**config.mk**
```make
export PLATFORM = sky130hd
export DESIGN_NAME = axicb_rd_ostd_limiter
export DESIGN_NICKNAME = d
export VERILOG_FILES = /design/src/rtl/axicb_rd_ostd_limiter.sv
export SDC_FILE = /design/constraint.sdc
export NUM_CORES = 1
export LEC_CHECK = 0
export ABC_AREA = 0
export BUFFER_PORTS_ARGS = -buffer_cell sky130_fd_sc_hd__buf_2
export CORE_UTILIZATION = 37
export DETAILED_ROUTE_END_ITERATION = 16
export PLACE_DENSITY = 0.64
export SLEW_MARGIN = 20
export SYNTH_ARGS = -nofsm -noshare
export SYNTH_HDL_FRONTEND = slang
export SYNTH_SLANG_ARGS = --single-unit
```
**constraint.sdc**
```tcl
create_clock -name aclk -period 2.21 [get_ports aclk]
set_clock_uncertainty 0.05 [all_clocks]
set_input_delay 0.3315 -clock aclk [delete_from_list [all_inputs] [get_ports aclk]]
set_output_delay 0.3315 -clock aclk [all_outputs]
set_load 0.05 [all_outputs]
```
**src/rtl/axicb_rd_ostd_limiter.sv**
```systemverilog
// Read-path admission stage: caps outstanding reads, registers AR through a 2-entry
// skid slice, passes R through, and flags stalled completions with a sticky timeout.
module axicb_rd_ostd_limiter #(
  parameter int unsigned AXI_ID_W        = 8,
  parameter int unsigned ARCH_W          = 8,
  parameter int unsigned RCH_W           = 8,
  parameter int unsigned MST_OSTDREQ_NUM = 4,
  parameter int unsigned TIMEOUT_ENABLE  = 1,
  parameter int unsigned TIMEOUT_CYCLES  = 1024,
  localparam int unsigned CNT_W          = $clog2(MST_OSTDREQ_NUM + 1)
) (
  input  logic              aclk,
  input  logic              srst,
  input  logic              s_arvalid,
  output logic              s_arready,
  input  logic [ARCH_W-1:0] s_arch,
  output logic              s_rvalid,
  input  logic              s_rready,
  output logic              s_rlast,
  output logic [RCH_W-1:0]  s_rch,
  output logic              m_arvalid,
  input  logic              m_arready,
  output logic [ARCH_W-1:0] m_arch,
  input  logic              m_rvalid,
  output logic              m_rready,
  input  logic              m_rlast,
  input  logic [RCH_W-1:0]  m_rch,
  output logic [CNT_W-1:0]  ostd_cnt,
  output logic              ar_blocked,
  output logic              timeout,
  output logic              err_underflow
);

  localparam int unsigned TMR_W = $clog2(TIMEOUT_CYCLES + 1);

  // IDs travel opaque inside the AR/R payloads.
  if (AXI_ID_W == 0) begin : g_no_id
  end

  logic              main_valid_q, main_valid_d;
  logic              skid_valid_q, skid_valid_d;
  logic [ARCH_W-1:0] main_data_q, main_data_d;
  logic [ARCH_W-1:0] skid_data_q, skid_data_d;
  logic [CNT_W-1:0]  cnt_q, cnt_d;
  logic [TMR_W-1:0]  tmr_q, tmr_d;
  logic              timeout_q, timeout_d;
  logic              uf_q, uf_d;

  logic cnt_ok, ar_acc, main_hs, r_hs, r_last_hs;

  assign cnt_ok    = cnt_q < CNT_W'(MST_OSTDREQ_NUM);
  assign s_arready = !skid_valid_q && cnt_ok && !srst;
  assign ar_acc    = s_arvalid && s_arready;
  assign main_hs   = main_valid_q && m_arready;
  assign r_hs      = m_rvalid && s_rready;
  assign r_last_hs = r_hs && m_rlast;

  assign s_rvalid = m_rvalid;
  assign s_rlast  = m_rlast;
  assign s_rch    = m_rch;
  assign m_rready = s_rready;

  assign m_arvalid     = main_valid_q;
  assign m_arch        = main_data_q;
  assign ostd_cnt      = cnt_q;
  assign ar_blocked    = s_arvalid && !cnt_ok;
  assign timeout       = timeout_q;
  assign err_underflow = uf_q;

  always_comb begin
    main_valid_d = main_valid_q;
    main_data_d  = main_data_q;
    skid_valid_d = skid_valid_q;
    skid_data_d  = skid_data_q;
    if (main_hs) begin
      // A full skid blocks acceptance, so skid refill and new beat never collide.
      if (skid_valid_q) begin
        main_data_d  = skid_data_q;
        skid_valid_d = 1'b0;
      end else if (ar_acc) begin
        main_data_d = s_arch;
      end else begin
        main_valid_d = 1'b0;
      end
    end else if (!main_valid_q) begin
      if (ar_acc) begin
        main_valid_d = 1'b1;
        main_data_d  = s_arch;
      end
    end else if (ar_acc) begin
      skid_valid_d = 1'b1;
      skid_data_d  = s_arch;
    end
  end

  always_comb begin
    cnt_d = cnt_q;
    if (ar_acc && !r_last_hs) begin
      cnt_d = cnt_q + CNT_W'(1);
    end else if (!ar_acc && r_last_hs && cnt_q != '0) begin
      cnt_d = cnt_q - CNT_W'(1);
    end
    uf_d = uf_q || (r_last_hs && cnt_q == '0);
  end

  always_comb begin
    tmr_d = '0;
    if (TIMEOUT_ENABLE != 0 && cnt_q != '0 && !r_hs) begin
      tmr_d = (tmr_q == TMR_W'(TIMEOUT_CYCLES)) ? tmr_q : tmr_q + TMR_W'(1);
    end
    timeout_d = timeout_q || (TIMEOUT_ENABLE != 0 && tmr_d == TMR_W'(TIMEOUT_CYCLES));
  end

  always_ff @(posedge aclk) begin
    if (srst) begin
      main_valid_q <= 1'b0;
      skid_valid_q <= 1'b0;
      cnt_q        <= '0;
      tmr_q        <= '0;
      timeout_q    <= 1'b0;
      uf_q         <= 1'b0;
    end else begin
      main_valid_q <= main_valid_d;
      skid_valid_q <= skid_valid_d;
      cnt_q        <= cnt_d;
      tmr_q        <= tmr_d;
      timeout_q    <= timeout_d;
      uf_q         <= uf_d;
    end
  end

  // Payload registers need no reset; they are qualified by the valid bits.
  always_ff @(posedge aclk) begin
    main_data_q <= main_data_d;
    skid_data_q <= skid_data_d;
  end

endmodule

```
==> out/metrics.yaml <==
synthMuxAreaShare: 0.0706
syn_inst: 165
area_delta_synth_final_pct: 18.1
synth_seq_cells: 34
p_per_area_mw_per_mm2: 903
seq_area_frac_synth: 0.494
synth-simple-area-share: 0.207
grt_antenna_before_repair: 0
leakagePower_nw: 0.758
finalInstanceArea_mm2: 0.00201
final_nets: 219
totalPowerFinal_mw: 1.81
overflow: 0
tightest_slew_ns: 0.506
num-fill-cells: 417
yosysTopAreaCellShare: 0.282
synthTopCellsByArea: "edfxtp_1 28%, dfxtp_1 21%, mux2i_1 7.1%"
cts_max_level: 2
cp-start-kind: "flop"
first_pass_iters: 4
outcome: "finished clean"
root_buffer: "clkbuf_8"
cts_resized: 0
synth-async-reset-ratio: 0
grt_max_degree: 18
vias_per_cell: 4.96
dp_hpwl_mm: 2.21
tns_ns: 0
die_x_um: 69.8
yosys.cell_count.top_type: "nor2_1"
vias: 1221
io_buffers: 33
ys.flop_type: "dfxtp_1"
timing_hold_violations_final: 0
drive_gt1_frac: 0.278
gp_congestion: 0.793
place_area_mm2: 0.00188
synth_top_family_by_area: "simple AND/OR/NAND/NOR gates"
syn_nets: 191
arrival_ns: 2.08
die_y_um: 69.8
final-seq-area_um2: 841
cts_tree: "done"
antennaDiodeCount: 0
worstSkewPairLatency_ns: 0.28
post_cts_buffers: 0
synth-edff-count: 16
start_util: 0.388
grt_pass1_wl_mm: 5.18
clock-sinks: 34
multi_input_area_um2: 746
setup_viol: 0
placed_cells: 238
routed_wl_mm: 2.99
regToRegSetupSlack_ns: 0.26
whs_ns: 0.182
gr-usage-all-layers: 0.135
slew_violations: 0
synth.avg_cell_area_um2: 10.3
clockBufferDepth: 2
yosysWarnings: 0
cap_violations: 0
max_slew_margin: 0.663
ys_types: 38
cts_buffers: 5
clk_pin_slew_ns: 0.07
fmax_ghz: 0.512
worstPathMaxFanout: 6
min_period_over_period: 0.883
synth_common_cells: "21 x nor2_1, 18 x dfxtp_1, 16 x edfxtp_1"
die-area_mm2: 0.00487
hold_path_class: "in2reg"
synth_compound_area_frac: 0.0676
synth-adder-area-share: 0.0265
timing_worst_setup_path_type: "reg2reg"
core_area_mm2: 0.00438
syn-cell-area_mm2: 0.00170
rsz0062_at_grt: "false"
num_rows: 24
drtAntennaViolNets: 0
crit_path_end_kind: "flop"
routedWlPerCell_um: 12.2
pin_count: 50
layout_min_cycle_time_ns: 1.95
grt_pass1_vias: 1175
critPathRequiredTime_ns: 2.34
place_ws_ns: 0.257
netlist.top_cell.by_area: "edfxtp_1"
instances_no_fill: 246
hold_buffers: 0
fin_util: 0.458
peakVddDrop_mv: 0.553
synth_xor_area_frac: 0.0566
finalWorstSetupSlack_ns: 0.257
drtIter0Drc: 46
drc_errors: 0
## report_power, final
part           internal, mW  switching, mW
clock                 0.446          0.225
sequential            0.720         0.0345
combinational         0.108          0.279
total                  1.28          0.539
## critical path, stage by stage (launching register included)
cell	delay, ns
dfxtp_1	0.39
nor4b_2	0.35
and2_1	0.21
inv_1	0.06
fa_1	0.37
mux2i_1	0.19
xor2_1	0.17
nor2_1	0.05
## cells in the final DEF, fill, tap and decap left out, types with 5 or more instances in the layout
cell,instances
xnor2_1,6
nand3_1,7
mux2i_1,12
nor2_1,21
dfxtp_1,18
inv_1,8
nand2_1,14
clkbuf_8,5
edfxtp_1,16
buf_2,33
o21ai_0,9
xor2_1,5
## cell type report
class                      instances  share of cell area
sequential                        34               0.418
multi-input combinational        107               0.371
timing repair buffer              37              0.0971
clock buffer                       5              0.0342
tap                               52              0.0324
clock inverter                     3              0.0318
inverter                           8              0.0149
## path summary, 6_finish.rpt
check,from,end,depth (start not counted)
hold reg to reg,err_underflow$_SDFF_PP0_,err_underflow$_SDFF_PP0_,2
setup / recovery,ostd_cnt[2]$_SDFFE_PP0P_,ostd_cnt[2]$_SDFFE_PP0P_,7
setup reg to reg,ostd_cnt[2]$_SDFFE_PP0P_,ostd_cnt[2]$_SDFFE_PP0P_,7
hold / removal,s_arch[5],skid_data_q[5]$_DFFE_PP_,1
## cells by family (layout without fill, tap and decap cells)
group / Yosys count / in the layout
XOR/XNOR: 11 / 11
multiplexers: 12 / 12
AND/OR/NAND/NOR: 64 / 64
adder cells (fa/ha/maj): 3 / 3
AO/OA/AOI/OAI: 17 / 17
buffers and inverters: 24 / 53
flip-flops: 34 / 34
## state kept, by name, summed over array words and instances (netlist names)
name	count
tmr_q	11
err_underflow	1
skid_valid_q	1
m_arch	8
skid_data_q	8
m_arvalid	1
timeout	1
ostd_cnt	3
## per-layer routing
layer	wire (µm)	vias to the layer above	track usage
met4	35	0	0.0578
met3	151	5	0.0422
li1	-	623	-
met5	0	-	0
met2	1290	26	0.210
met1	1520	567	0.172
Power figures use the tool's default switching activity.
